===== src/rtl/uart_receiver.sv =====
`default_nettype none
// ============================================================================
//  Module   : uart_receiver
//  Purpose  : 8N1-style UART receive stage, mid-bit sampling on a 16x tick
//             enable, with valid / frame-error strobes and break lockout.
//  Revision : 1.0  initial release
// ============================================================================
module uart_receiver #(
    parameter int DATA_BITS  = 8,
    parameter int OVERSAMPLE = 16
) (
    input  logic                 clk,
    input  logic                 reset,
    input  logic                 rxTick,
    input  logic                 rx,
    output logic [DATA_BITS-1:0] dataOut,
    output logic                 dataValid,
    output logic                 frameError,
    output logic                 busy
);

    localparam int c_TICK_W = $clog2(OVERSAMPLE);
    localparam int c_BIT_W  = $clog2(DATA_BITS + 1);

    // Last tick index of the half-bit (start centre) and full-bit windows
    localparam logic [c_TICK_W-1:0] c_TICK_HALF = c_TICK_W'(OVERSAMPLE / 2 - 1);
    localparam logic [c_TICK_W-1:0] c_TICK_FULL = c_TICK_W'(OVERSAMPLE - 1);
    localparam logic [c_BIT_W-1:0]  c_BIT_LAST  = c_BIT_W'(DATA_BITS - 1);

    typedef enum logic [2:0] {
        c_IDLE  = 3'd0,
        c_START = 3'd1,
        c_DATA  = 3'd2,
        c_STOP  = 3'd3,
        c_BREAK = 3'd4
    } state_t;

    logic                 r_rxMeta;
    logic                 r_rxS;
    state_t               r_state;
    logic [c_TICK_W-1:0]  r_tickCnt;
    logic [c_BIT_W-1:0]   r_bitCnt;
    logic [DATA_BITS-1:0] r_shift;
    logic [DATA_BITS-1:0] r_dataOut;
    logic                 r_dataValid;
    logic                 r_frameError;

    state_t               w_stateNext;
    logic [c_TICK_W-1:0]  w_tickNext;
    logic [c_BIT_W-1:0]   w_bitNext;
    logic [DATA_BITS-1:0] w_shiftNext;
    logic [DATA_BITS-1:0] w_dataNext;
    logic                 w_validNext;
    logic                 w_errorNext;

    // Line idles high, so the synchronizer resets to 1 to avoid a false start
    always_ff @(posedge clk) begin
        if (reset) begin
            r_rxMeta <= 1'b1;
            r_rxS    <= 1'b1;
        end else begin
            r_rxMeta <= rx;
            r_rxS    <= r_rxMeta;
        end
    end

    always_comb begin
        w_stateNext = r_state;
        w_tickNext  = r_tickCnt;
        w_bitNext   = r_bitCnt;
        w_shiftNext = r_shift;
        w_dataNext  = r_dataOut;
        w_validNext = 1'b0;
        w_errorNext = 1'b0;

        if (rxTick) begin
            case (r_state)
                c_IDLE: begin
                    if (!r_rxS) begin
                        w_stateNext = c_START;
                        w_tickNext  = '0;
                    end
                end

                c_START: begin
                    if (r_tickCnt == c_TICK_HALF) begin
                        w_tickNext = '0;
                        if (!r_rxS) begin
                            w_stateNext = c_DATA;
                            w_bitNext   = '0;
                        end else begin
                            w_stateNext = c_IDLE;
                        end
                    end else begin
                        w_tickNext = r_tickCnt + c_TICK_W'(1);
                    end
                end

                c_DATA: begin
                    if (r_tickCnt == c_TICK_FULL) begin
                        w_tickNext  = '0;
                        w_shiftNext = {r_rxS, r_shift[DATA_BITS-1:1]};
                        w_bitNext   = r_bitCnt + c_BIT_W'(1);
                        if (r_bitCnt == c_BIT_LAST) begin
                            w_stateNext = c_STOP;
                        end
                    end else begin
                        w_tickNext = r_tickCnt + c_TICK_W'(1);
                    end
                end

                c_STOP: begin
                    if (r_tickCnt == c_TICK_FULL) begin
                        w_tickNext = '0;
                        if (r_rxS) begin
                            w_dataNext  = r_shift;
                            w_validNext = 1'b1;
                            w_stateNext = c_IDLE;
                        end else begin
                            w_errorNext = 1'b1;
                            w_stateNext = c_BREAK;
                        end
                    end else begin
                        w_tickNext = r_tickCnt + c_TICK_W'(1);
                    end
                end

                // A held-low line must return high before another start is armed
                c_BREAK: begin
                    if (r_rxS) begin
                        w_stateNext = c_IDLE;
                    end
                end

                default: begin
                    w_stateNext = c_IDLE;
                end
            endcase
        end
    end

    always_ff @(posedge clk) begin
        if (reset) begin
            r_state      <= c_IDLE;
            r_tickCnt    <= '0;
            r_bitCnt     <= '0;
            r_shift      <= '0;
            r_dataOut    <= '0;
            r_dataValid  <= 1'b0;
            r_frameError <= 1'b0;
        end else begin
            r_state      <= w_stateNext;
            r_tickCnt    <= w_tickNext;
            r_bitCnt     <= w_bitNext;
            r_shift      <= w_shiftNext;
            r_dataOut    <= w_dataNext;
            r_dataValid  <= w_validNext;
            r_frameError <= w_errorNext;
        end
    end

    assign dataOut    = r_dataOut;
    assign dataValid  = r_dataValid;
    assign frameError = r_frameError;
    assign busy       = (r_state != c_IDLE);

endmodule
`default_nettype wire


===== config.mk =====
export PLATFORM = sky130hd
export DESIGN_NAME = uart_receiver
export DESIGN_NICKNAME = d
export VERILOG_FILES = /design/src/rtl/uart_receiver.sv
export SDC_FILE = /design/constraint.sdc
export NUM_CORES = 1
export LEC_CHECK = 0
export CAP_MARGIN = 10
export CORE_MARGIN = 2
export CORE_UTILIZATION = 55
export DETAILED_ROUTE_END_ITERATION = 16
export GPL_TIMING_DRIVEN = 0
export PLACE_DENSITY = 0.89
export REMOVE_ABC_BUFFERS = 1
export SLEW_MARGIN = 10
export SYNTH_ARGS = -nofsm -noshare
export SYNTH_HDL_FRONTEND = slang
export SYNTH_SLANG_ARGS = --single-unit
export TNS_END_PERCENT = 50

===== constraint.sdc =====
create_clock -name clk -period 3.9 [get_ports clk]
set_clock_uncertainty 0.1 [all_clocks]
set_input_delay 0.585 -clock clk [delete_from_list [all_inputs] [get_ports clk]]
set_output_delay 0.585 -clock clk [all_outputs]
set_load 0.1 [all_outputs]

-- Yosys cells after proc, flatten, opt, wreduce, memory -nomap -nowiden
Index checks and enable logic that the tools add are counted.
- multiplexer cells: 18
- add/sub/neg operators: 2
- bitwise logic cells: 3
- reductions and logical operators: 11
- equal/unequal tests: 14
- operator list (cell ; number):
    2-to-1 mux 3 bit ; 7
    2-to-1 mux 4 bit ; 5
    one-hot mux 3 bit (5 select lines) ; 1
    inequality test 2 bit, second input constant ; 7
    one-hot mux 4 bit (3 select lines) ; 1
    adder 4 x 1 -> 4 bit, second input constant ; 2
    equality test 4 x 3 -> 1 bit, second input constant ; 2
    one-hot mux 4 bit (2 select lines) ; 1
    AND reduction 7 bit ; 1
    equality test 3 x 2 -> 1 bit, second input constant ; 2
    AND reduction 3 bit ; 2
    nonzero test 3 bit ; 2
    AND reduction 5 bit ; 1
    equality test 4 bit, second input constant ; 1
    AND reduction 4 bit ; 1
    OR reduction 4 bit ; 1
    equality test 3 x 1 -> 1 bit, second input constant ; 1
    equality test 3 bit, second input constant ; 1
    zero test 3 bit ; 1
    NOT 1 bit ; 3
    2-to-1 mux 1 bit ; 2
    2-to-1 mux 2 bit ; 1
    nonzero test 2 bit ; 1
    OR reduction 2 bit ; 1
- register bits after elaboration: 31
- word-level logic and storage cells: 57

-- Longest topological paths before layout
Gate-level depths: netlist (run 1).
- depth in word-level cells: 4
- mapped depth: 6

-- Worst setup path before layout (run 1)
No wires, ideal clock.
- path kind: register to output
- start: reg r_state[2]
- end: out busy
- required time: 3.215 ns
- stages on the path, launching flop included: 4
- buffers on the path: 1
- arrival: 1.127 ns
- slack: 2.088 ns
- path through: dfxtp_1 > buf_6 > inv_1 > nand2_1
- cells in the longest elaborated chain, start to end: 1
- ends and longest elaborated chain (item ; line ; RTL):
    start, declared ; 40 ; state_t r_state;
    start signal, assigned ; 144 ; r_state <= c_IDLE;
    start signal, assigned ; 152 ; r_state <= w_stateNext;
    nonzero test 3 bit ; 165 ; assign busy = (r_state != c_IDLE);
    end, declared ; 19 ; output logic busy
No other way between the ends.

-- Worst setup path after layout (run 1)
- start: reg r_state[1]
- end: out busy
Same word-level chain as after synthesis.

==> metrics, run 1 <==
Finish-stage setup viols 0; share of the synthesized area in compound gates (AO/OA/AOI/OAI) 0.1170; main combinational cell family by area after synthesis simple AND/OR/NAND/NOR gates; count of maximum capacitance violations 0; layout filler cell count 202; Critical Setup Path Class flop to output pin; Final Critical Period 3.038 ns; total count of max-transition violations in the final report 0; GR met2 Demand/Resource 0.3193; count of vias placed by the detailed router 1088; simple-gate area share of the yosys netlist 0.2375; antenna violations before repair 0; slew margin rel. 0.2991; number of enable-type register cells in the synthesized netlist 0; CTS buffer count 5; effective utilization at floorplan 0.5708; total global-route track usage 0.1956; most common cell after layout, fill and taps aside sky130_fd_sc_hd__dfxtp_1; buffers inserted during post-CTS setup optimization 0; met1 routing resource usage after global routing 0.2321; sequential area share after synthesis 0.4429; min-delay worst type flop to flop; global-route wire length before repair 4043 um; placed wire-length estimate 1724 um; worst voltage drop across the vdd grid 0.0003608 V; met3 Use GR 0.04098; number of distinct library cells after synthesis 44; I/O Pins 15; number of detailed-route iterations in the first pass 6; layout cells sized above 1 0.09877; Max Fanout on Critical Path 12; number of nets in the finished design 167; area inside the core boundary 2455 um2; static leakage power 0.5432 nW; final-layout setup total negative slack 0 ns; buffer cell driving the clock tree root sky130_fd_sc_hd__clkbuf_4; most frequent cells in the layout sky130_fd_sc_hd__dfxtp_1 (31), sky130_fd_sc_hd__nor2_1 (19), sky130_fd_sc_hd__mux2i_1 (16), sky130_fd_sc_hd__clkdlybuf4s50_1 (14), sky130_fd_sc_hd__a21oi_1 (8); setup repair after global routing missed its margin no; clock transition at the register clock pins on the worst setup and hold paths after CTS 0.09 ns; multiplexer fraction of the synthesized cell area 0.1223; register bit count reported by yosys 31; Buffers on Ports 14; post-synthesis cell count 148; quantity of gates resized following cts 0; number of nets with antenna violations after routing 0; Layout Utilization 0.6519; warnings from Yosys 0; critical path launch point type flop; Remaining Overflow, GRT 0; DRC violation total after the first TritonRoute iteration 16; FFs w/ async S/R, synth 0; XOR/XNOR share of the synthesized area 0.01250; power density over cell area 352.2 nW/um2; total clock sinks 31; arrival time of data at the critical path endpoint 2.35 ns; kind of end point of the critical path output pin; Final Hold Viols 0; Most used DFF post-synth sky130_fd_sc_hd__dfxtp_1; adder and majority gate portion of the synthesized area 0.01786; TritonCTS clock tree built; Clock Latency Late Sink 0.32 ns; DRC violations left 0; ratio of final minimum period to clock period 0.7789; placement row count 18; pin count of the biggest net entering global routing 33; Total Die Area 2968 um2; Synth Area per Inst 9.469 um2; Final Routed Wirelength 2435 um; hold path cells 1; Register-to-Register Path Depth 5; number of levels the H-tree was split into 2; vias per std cell 5.667; hold_buf cts 0; via count of the first global-routing pass 961; number of antenna diodes 0; maximum count of clock buffers along a single path 2; worst path required time 3.21 ns; floorplan die width 54.48 um; vertical extent of the die 54.48 um; highest-utilization routing layer at the global route stage met2; status completed; average wire length per cell after detail routing 12.68 um; area overhead of the layout relative to synthesis 14.20%; Slew @ Worst Pin 1.048 ns; final weighted congestion in routability-driven placement 0.7936; Max Clock Freq 329.2 MHz; cell area after synthesis 1401 um2
## final timing paths
kind | start | to | slack, ns
max | r_state[1] | busy | 0.86
min | r_rxMeta | r_rxS | 0.32
max reg2reg | r_tickCnt[0] | r_bitCnt[3] | 1.45
min reg2reg | r_rxMeta | r_rxS | 0.32
## metal layers
layer  vias to the layer above  wire [um]
met5                         -          0
met3                         8         67
met1                       504       1101
li1                        554          -
met2                        22       1204
met4                         0         61
## Yosys cell counts, types with 3 or more instances
cell / number / area (um2)
sky130_fd_sc_hd__inv_1: 5 / 18.77
sky130_fd_sc_hd__dfxtp_1: 31 / 620.6
sky130_fd_sc_hd__a311oi_1: 3 / 26.28
sky130_fd_sc_hd__nand2_1: 6 / 22.52
sky130_fd_sc_hd__nor3b_1: 3 / 22.52
sky130_fd_sc_hd__mux2i_1: 16 / 160.2
sky130_fd_sc_hd__nand3b_1: 3 / 22.52
sky130_fd_sc_hd__nor2_1: 19 / 71.32
sky130_fd_sc_hd__nor2b_1: 3 / 18.77
sky130_fd_sc_hd__nor3_1: 3 / 15.01
sky130_fd_sc_hd__or2_2: 3 / 18.77
sky130_fd_sc_hd__nand3_1: 5 / 25.02
sky130_fd_sc_hd__a21oi_1: 8 / 40.04
sky130_fd_sc_hd__o21ai_0: 5 / 25.02
## cells by family after synthesis
group	after synthesis
AOI/OAI and AO/OA	25
xor gates and xnor gates	2
adders and majority gates	2
buffers and inverters	13
DFF	31
muxes	17
and+or+nand+nor	58
## flip-flops by register name, summed over array words and instances (netlist names)
register,count
r_bitCnt,4
r_shift,8
dataOut,8
r_tickCnt,4
r_rxMeta,1
dataValid,1
frameError,1
r_state,3
r_rxS,1
## power breakdown
part / total, mW / internal [mW] / switching (mW)
Combinational: 0.0305 / 0.0107 / 0.0199
Sequential: 0.322 / 0.318 / 0.00408
Clock: 0.211 / 0.105 / 0.105
## metrics by stage
step	hold slack [ns]	setup slack [ns]	cells	power (mW)	instance area (um2)
5_1_grt	0.3416	0.7894	192	0.5858	1600
4_1_cts	0.3225	0.8624	192	0.5681	1600
3_3_place_gp	0.2932	1.162	184	0.3591	1528
3_5_place_dp	0.2975	1.039	184	0.3603	1528
2_1_floorplan	0.2895	1.896	140	0.3474	1350
6_report	0.3185	0.8625	192	0.5636	1600
## worst max-delay path: stages, from the launching register on
cell and delay [ns]:
sky130_fd_sc_hd__dfxtp_1 0.59, sky130_fd_sc_hd__nor2_1 0.19, sky130_fd_sc_hd__nand2_1 0.11, sky130_fd_sc_hd__clkdlybuf4s50_1 1.14
## layout make-up
type                            count  area [um2]  area share
Clock buffer                        7       65.06     0.04066
Clock inverter                      1       7.507    0.004691
Inverter                            5       18.77     0.01173
Multi-Input combinational cell    104       710.7      0.4441
Sequential cell                    31       620.6      0.3878
Tap cell                           30       37.54     0.02346
Timing Repair Buffer               14       140.1     0.08757
Power figures use the tool's default switching activity.
==> run 2, diff against run 1 <==
- CORE_UTILIZATION: 55 -> 49
- PLACE_DENSITY: 0.89 -> 0.84
- clock period: 3.9 -> 2.61 ns (I/O delays scaled with it)
==> run 2 against run 1 <==
  * Sequential power increased by 50%
  * Critical path depth increased by 2
  * Register-to-register slack got worse by 1.2 ns
  * Clock-buffer cell count decreased by 1
  * First-iteration DRC count increased by 19%
  * Cell area increased by 0.63%
  * Core utilization decreased by 6.3 points
  * Combinational power increased by 45%
  * Non-clock buffer count unchanged
  * Global-route usage decreased by 1.5 points
  * Critical endpoint is now r_bitCnt[3]
==> metrics, run 2 (synthesis gave the netlist of run 1 again) <==
status completed; I/O Pins 15; Critical Path, Cell by Cell ha_1, nand4_2, nor3_2, a41oi_1, a311oi_1; vertical extent of the die 57.48 um; via count of the first global-routing pass 1057; DRC violations left 0; total global-route track usage 0.1811; Placement Cell Area 1529 um2; static leakage power 0.5550 nW; total clock sinks 31; Final Routed Wirelength 2605 um; number of nets with antenna violations after routing 0; final weighted congestion in routability-driven placement 0.8001; clock transition at the register clock pins on the worst setup and hold paths after CTS 0.09 ns; hold_buf cts 0; buffer cell driving the clock tree root sky130_fd_sc_hd__clkbuf_4; Design Area, Final 1610 um2; buffers inserted during post-CTS setup optimization 0; worst voltage drop across the vdd grid 0.0005518 V; Max Fanout on Critical Path 11; number of antenna diodes 0; Max Clock Freq 419.2 MHz; Total Die Area 3303 um2; critical path launch point type flop; Finish-stage setup viols 0; layout cells sized above 1 0.1049; layout filler cell count 245; biggest cell delay along the critical path 0.75 ns; area inside the core boundary 2734 um2; effective utilization at floorplan 0.5126; critical path's slowest cell sky130_fd_sc_hd__nor3_2; Top Family by Delay on Critical Path simple AND/OR/NAND/NOR gates; floorplan die width 57.48 um; slew margin rel. 0.2910; total power 0.9168 mW; hold slack final 0.3466 ns; antenna violations before repair 0; pin count of the biggest net entering global routing 33; most common cell after layout, fill and taps aside sky130_fd_sc_hd__dfxtp_1; Buffers on Ports 14; area overhead of the layout relative to synthesis 14.91%; kind of end point of the critical path flop; ratio of final minimum period to clock period 0.9139; min-delay worst type flop to flop; most frequent cells in the layout sky130_fd_sc_hd__dfxtp_1 (31), sky130_fd_sc_hd__nor2_1 (19), sky130_fd_sc_hd__mux2i_1 (16), sky130_fd_sc_hd__clkdlybuf4s50_1 (13), sky130_fd_sc_hd__a21oi_1 (8); CTS buffer count 5; average wire length per cell after detail routing 13.50 um; placed wire-length estimate 1828 um; global-route wire length before repair 4567 um; maximum count of clock buffers along a single path 2; number of buffers and inverters on the critical path 0; number of levels the H-tree was split into 2; Critical Setup Path Class flop to flop; worst path required time 2.74 ns; count of maximum capacitance violations 0; Final Critical Period 2.385 ns; number of detailed-route iterations in the first pass 5; placement row count 19; power density over cell area 569.4 nW/um2; count of vias placed by the detailed router 1089; Slew @ Worst Pin 1.060 ns; Final Hold Viols 0; DRC violation total after the first TritonRoute iteration 19; Remaining Overflow, GRT 0; TritonCTS clock tree built; arrival time of data at the critical path endpoint 2.52 ns; number of nets in the finished design 167; Clock Latency Late Sink 0.33 ns; total count of max-transition violations in the final report 0; vias per std cell 5.642; setup repair after global routing missed its margin yes
-- run 2: cell count changes in the layout (fill, tap and decap cells not counted) --
cell and change:
sky130_fd_sc_hd__clkbuf_2 +1, sky130_fd_sc_hd__clkdlybuf4s50_1 -1, sky130_fd_sc_hd__clkinv_2 +1, sky130_fd_sc_hd__clkbuf_8 -1
sky130_fd_sc_hd__clkinvlp_4 -1, sky130_fd_sc_hd__bufinv_16 +1
-- run 2: path summary, 6_finish.rpt --
check | startpoint | end | slack [ns] | depth (start not counted)
worst max-delay path | r_tickCnt[0] | r_bitCnt[3] | 0.22 | 5
worst max register to register | r_tickCnt[0] | r_bitCnt[3] | 0.22 | 5
worst min register to register | r_rxMeta | r_rxS | 0.35 | 1
worst min-delay path | r_rxMeta | r_rxS | 0.35 | 1
-- run 2: cell type report --
class,count,area (um2),share of cell area
multi-input cells,104,710.7,0.4413
flip-flops and latches,31,620.6,0.3854
repair buffers,14,135.1,0.08392
clock buffers,6,51.30,0.03186
well taps,31,38.79,0.02409
clock inverters,2,35.03,0.02176
inverters,5,18.77,0.01166
-- run 2: what timing repair did --
action,CTS,global route
gates resized for setup,1,2
cloned,0,0
endpoints found under the setup margin,1,2
-- run 2: routing by layer --
| layer | part of all wire | routed length, um | track usage |
|---|---|---|---|
| met4 | 0.023 | 59 | 0.09302 |
| met2 | 0.48 | 1239 | 0.2776 |
| met3 | 0.046 | 121 | 0.07483 |
| met5 | 0 | 0 | 0 |
| met1 | 0.45 | 1184 | 0.2170 |
-- run 2: power by group --
group	switching (mW)	internal [mW]	leakage (nW)
Sequential	0.00611	0.476	0.250
Clock	0.165	0.226	0.0482
Combinational	0.0297	0.0147	0.257
-- run 2: per-stage QoR --
stage	setup WS, ns	cells	util	TNS [ns]
6_report	0.2247	193	0.5890	0
5_1_grt	-0.06006	193	0.5890	-0.06006
4_1_cts	0.05560	193	0.5904	0
3_5_place_dp	-0.01984	185	0.5593	-0.01984
3_3_place_gp	0.04053	185	0.5593	0
2_1_floorplan	0.6058	140	-	0
==> run 3, diff against run 2 <==
- CORE_UTILIZATION: 49 -> 54
- CTS_CLUSTER_SIZE: default -> 25
- PLACE_DENSITY: 0.84 -> 0.88
- clock period: 2.61 -> 2.5 ns (I/O delays scaled with it)
==> run 3 against run 2 <==
  * Clock power shrank 15%
  * Critical path type is now flop to output pin
  * Sequential power rose by 4.4%
  * Cell count fell by 0.52%
==> metrics, run 3 (synthesis gave the netlist of run 1 again) <==
status completed; number of nets with antenna violations after routing 0; TritonCTS clock tree built; slew margin rel. 0.2893; min-delay worst type flop to flop; ratio of final minimum period to clock period 0.9205; total count of max-transition violations in the final report 0; critical path's slowest cell sky130_fd_sc_hd__clkdlybuf4s50_1; count of maximum capacitance violations 0; most frequent cells in the layout sky130_fd_sc_hd__dfxtp_1 (31), sky130_fd_sc_hd__nor2_1 (19), sky130_fd_sc_hd__mux2i_1 (16), sky130_fd_sc_hd__clkdlybuf4s50_1 (13), sky130_fd_sc_hd__a21oi_1 (8); biggest cell delay along the critical path 1.15 ns; Final Hold Viols 0; number of nets in the finished design 167; global-route wire length before repair 3988 um; most common cell after layout, fill and taps aside sky130_fd_sc_hd__dfxtp_1; Hold Startpoint r_rxMeta; total power 0.8838 mW; total clock sinks 31; Clock Latency Late Sink 0.32 ns; critical path launch point type flop; Total Die Area 3018 um2; vias per std cell 5.755; Final Routed Wirelength 2472 um; Remaining Overflow, GRT 0; final std cells w/o fill 192; kind of end point of the critical path output pin; Slew @ Worst Pin 1.063 ns; number of buffers and inverters on the critical path 1; I/O Pins 15; Max Fanout on Critical Path 2; buffers inserted during post-CTS setup optimization 0; effective utilization at floorplan 0.5657; floorplan die width 54.94 um; Top Family by Delay on Critical Path buffers and inverters; worst voltage drop across the vdd grid 0.0004905 V; r2r startpoint r_tickCnt[0]; static leakage power 0.5451 nW; buffer cell driving the clock tree root sky130_fd_sc_hd__clkbuf_4; layout cells sized above 1 0.1049; DRC violation total after the first TritonRoute iteration 14; layout filler cell count 208; power density over cell area 549.7 nW/um2; area inside the core boundary 2477 um2; worst path required time 2.03 ns; placement row count 18; setup repair after global routing missed its margin no; placed wire-length estimate 1697 um; Final Critical Period 2.301 ns; arrival time of data at the critical path endpoint 1.83 ns; average wire length per cell after detail routing 12.88 um; number of levels the H-tree was split into 2; Critical Path, Cell by Cell clkdlybuf4s50_1; hold_buf cts 0; Max Clock Freq 434.6 MHz; Buffers on Ports 14; vertical extent of the die 54.94 um; placed insts 184; number of antenna diodes 0; Critical Setup Path Class flop to output pin; count of vias placed by the detailed router 1105; final weighted congestion in routability-driven placement 0.8365; CTS buffer count 5; pin count of the biggest net entering global routing 33; final-layout setup total negative slack 0 ns; number of detailed-route iterations in the first pass 4; DRC violations left 0; Finish-stage setup viols 0; startpoint of the most critical setup path dataOut[1]; reg2reg setup slack 0.35 ns; maximum count of clock buffers along a single path 2; area overhead of the layout relative to synthesis 14.73%; antenna violations before repair 0; total global-route track usage 0.1901; Layout Utilization 0.6490; clock transition at the register clock pins on the worst setup and hold paths after CTS 0.10 ns; via count of the first global-routing pass 946
run 3: changes by cell type in the layout (fill, tap and decap cells not counted), sizes merged:
cell | before | now
bufinv | 1 | 0
clkdlybuf4s15 | 0 | 1
clkinv | 1 | 0
clkinvlp | 0 | 1
run 3: routing by layer:
layer / GRT usage / routed length [um] / share of wire / up-vias
li1: - / - / - / 553
met1: 0.2247 / 1114 / 0.45 / 525
met2: 0.3056 / 1227 / 0.50 / 22
met3: 0.05645 / 82 / 0.033 / 5
met4: 0.1098 / 47 / 0.019 / 0
met5: 0 / 0 / 0 / -
run 3: final cells by class:
type / count / area [um2] / area share
multi-input cells: 104 / 716.9 / 0.4459
repair buffers: 14 / 141.4 / 0.08794
clock buffers: 7 / 65.06 / 0.04047
clock inverters: 1 / 7.507 / 0.004669
well taps: 30 / 37.54 / 0.02335
inverters: 5 / 18.77 / 0.01167
flip-flops and latches: 31 / 620.6 / 0.3860
run 3: path summary, 6_finish.rpt:
| kind | end | cells past startpoint |
|---|---|---|
| worst max-delay path | dataOut[1] | 1 |
| worst min-delay path | r_rxS | 1 |
| worst max register to register | r_bitCnt[3] | 5 |
| worst min register to register | r_rxS | 1 |
run 3: timing repair:
item | CTS | global route
endpoints found under the setup margin | 1 | 2
pin swaps | 0 | 0
gates resized for setup | 3 | 1
run 3: stage by stage:
stage / area [um2] / worst slack, ns / hold WS, ns
after floorplan: 1350 / 0.4958 / 0.2895
after global placement: 1528 / -0.03422 / 0.2922
after detailed placement: 1528 / -0.1198 / 0.2958
after CTS: 1602 / 0.08777 / 0.3183
after global routing: 1608 / 0.1489 / 0.3289
final: 1608 / 0.1988 / 0.3156
run 3: where the power goes:
| group | switching (mW) | internal [mW] | total (mW) |
|---|---|---|---|
| Clock | 0.169 | 0.164 | 0.333 |
| Combinational | 0.0311 | 0.0163 | 0.0474 |
| Sequential | 0.00651 | 0.497 | 0.503 |
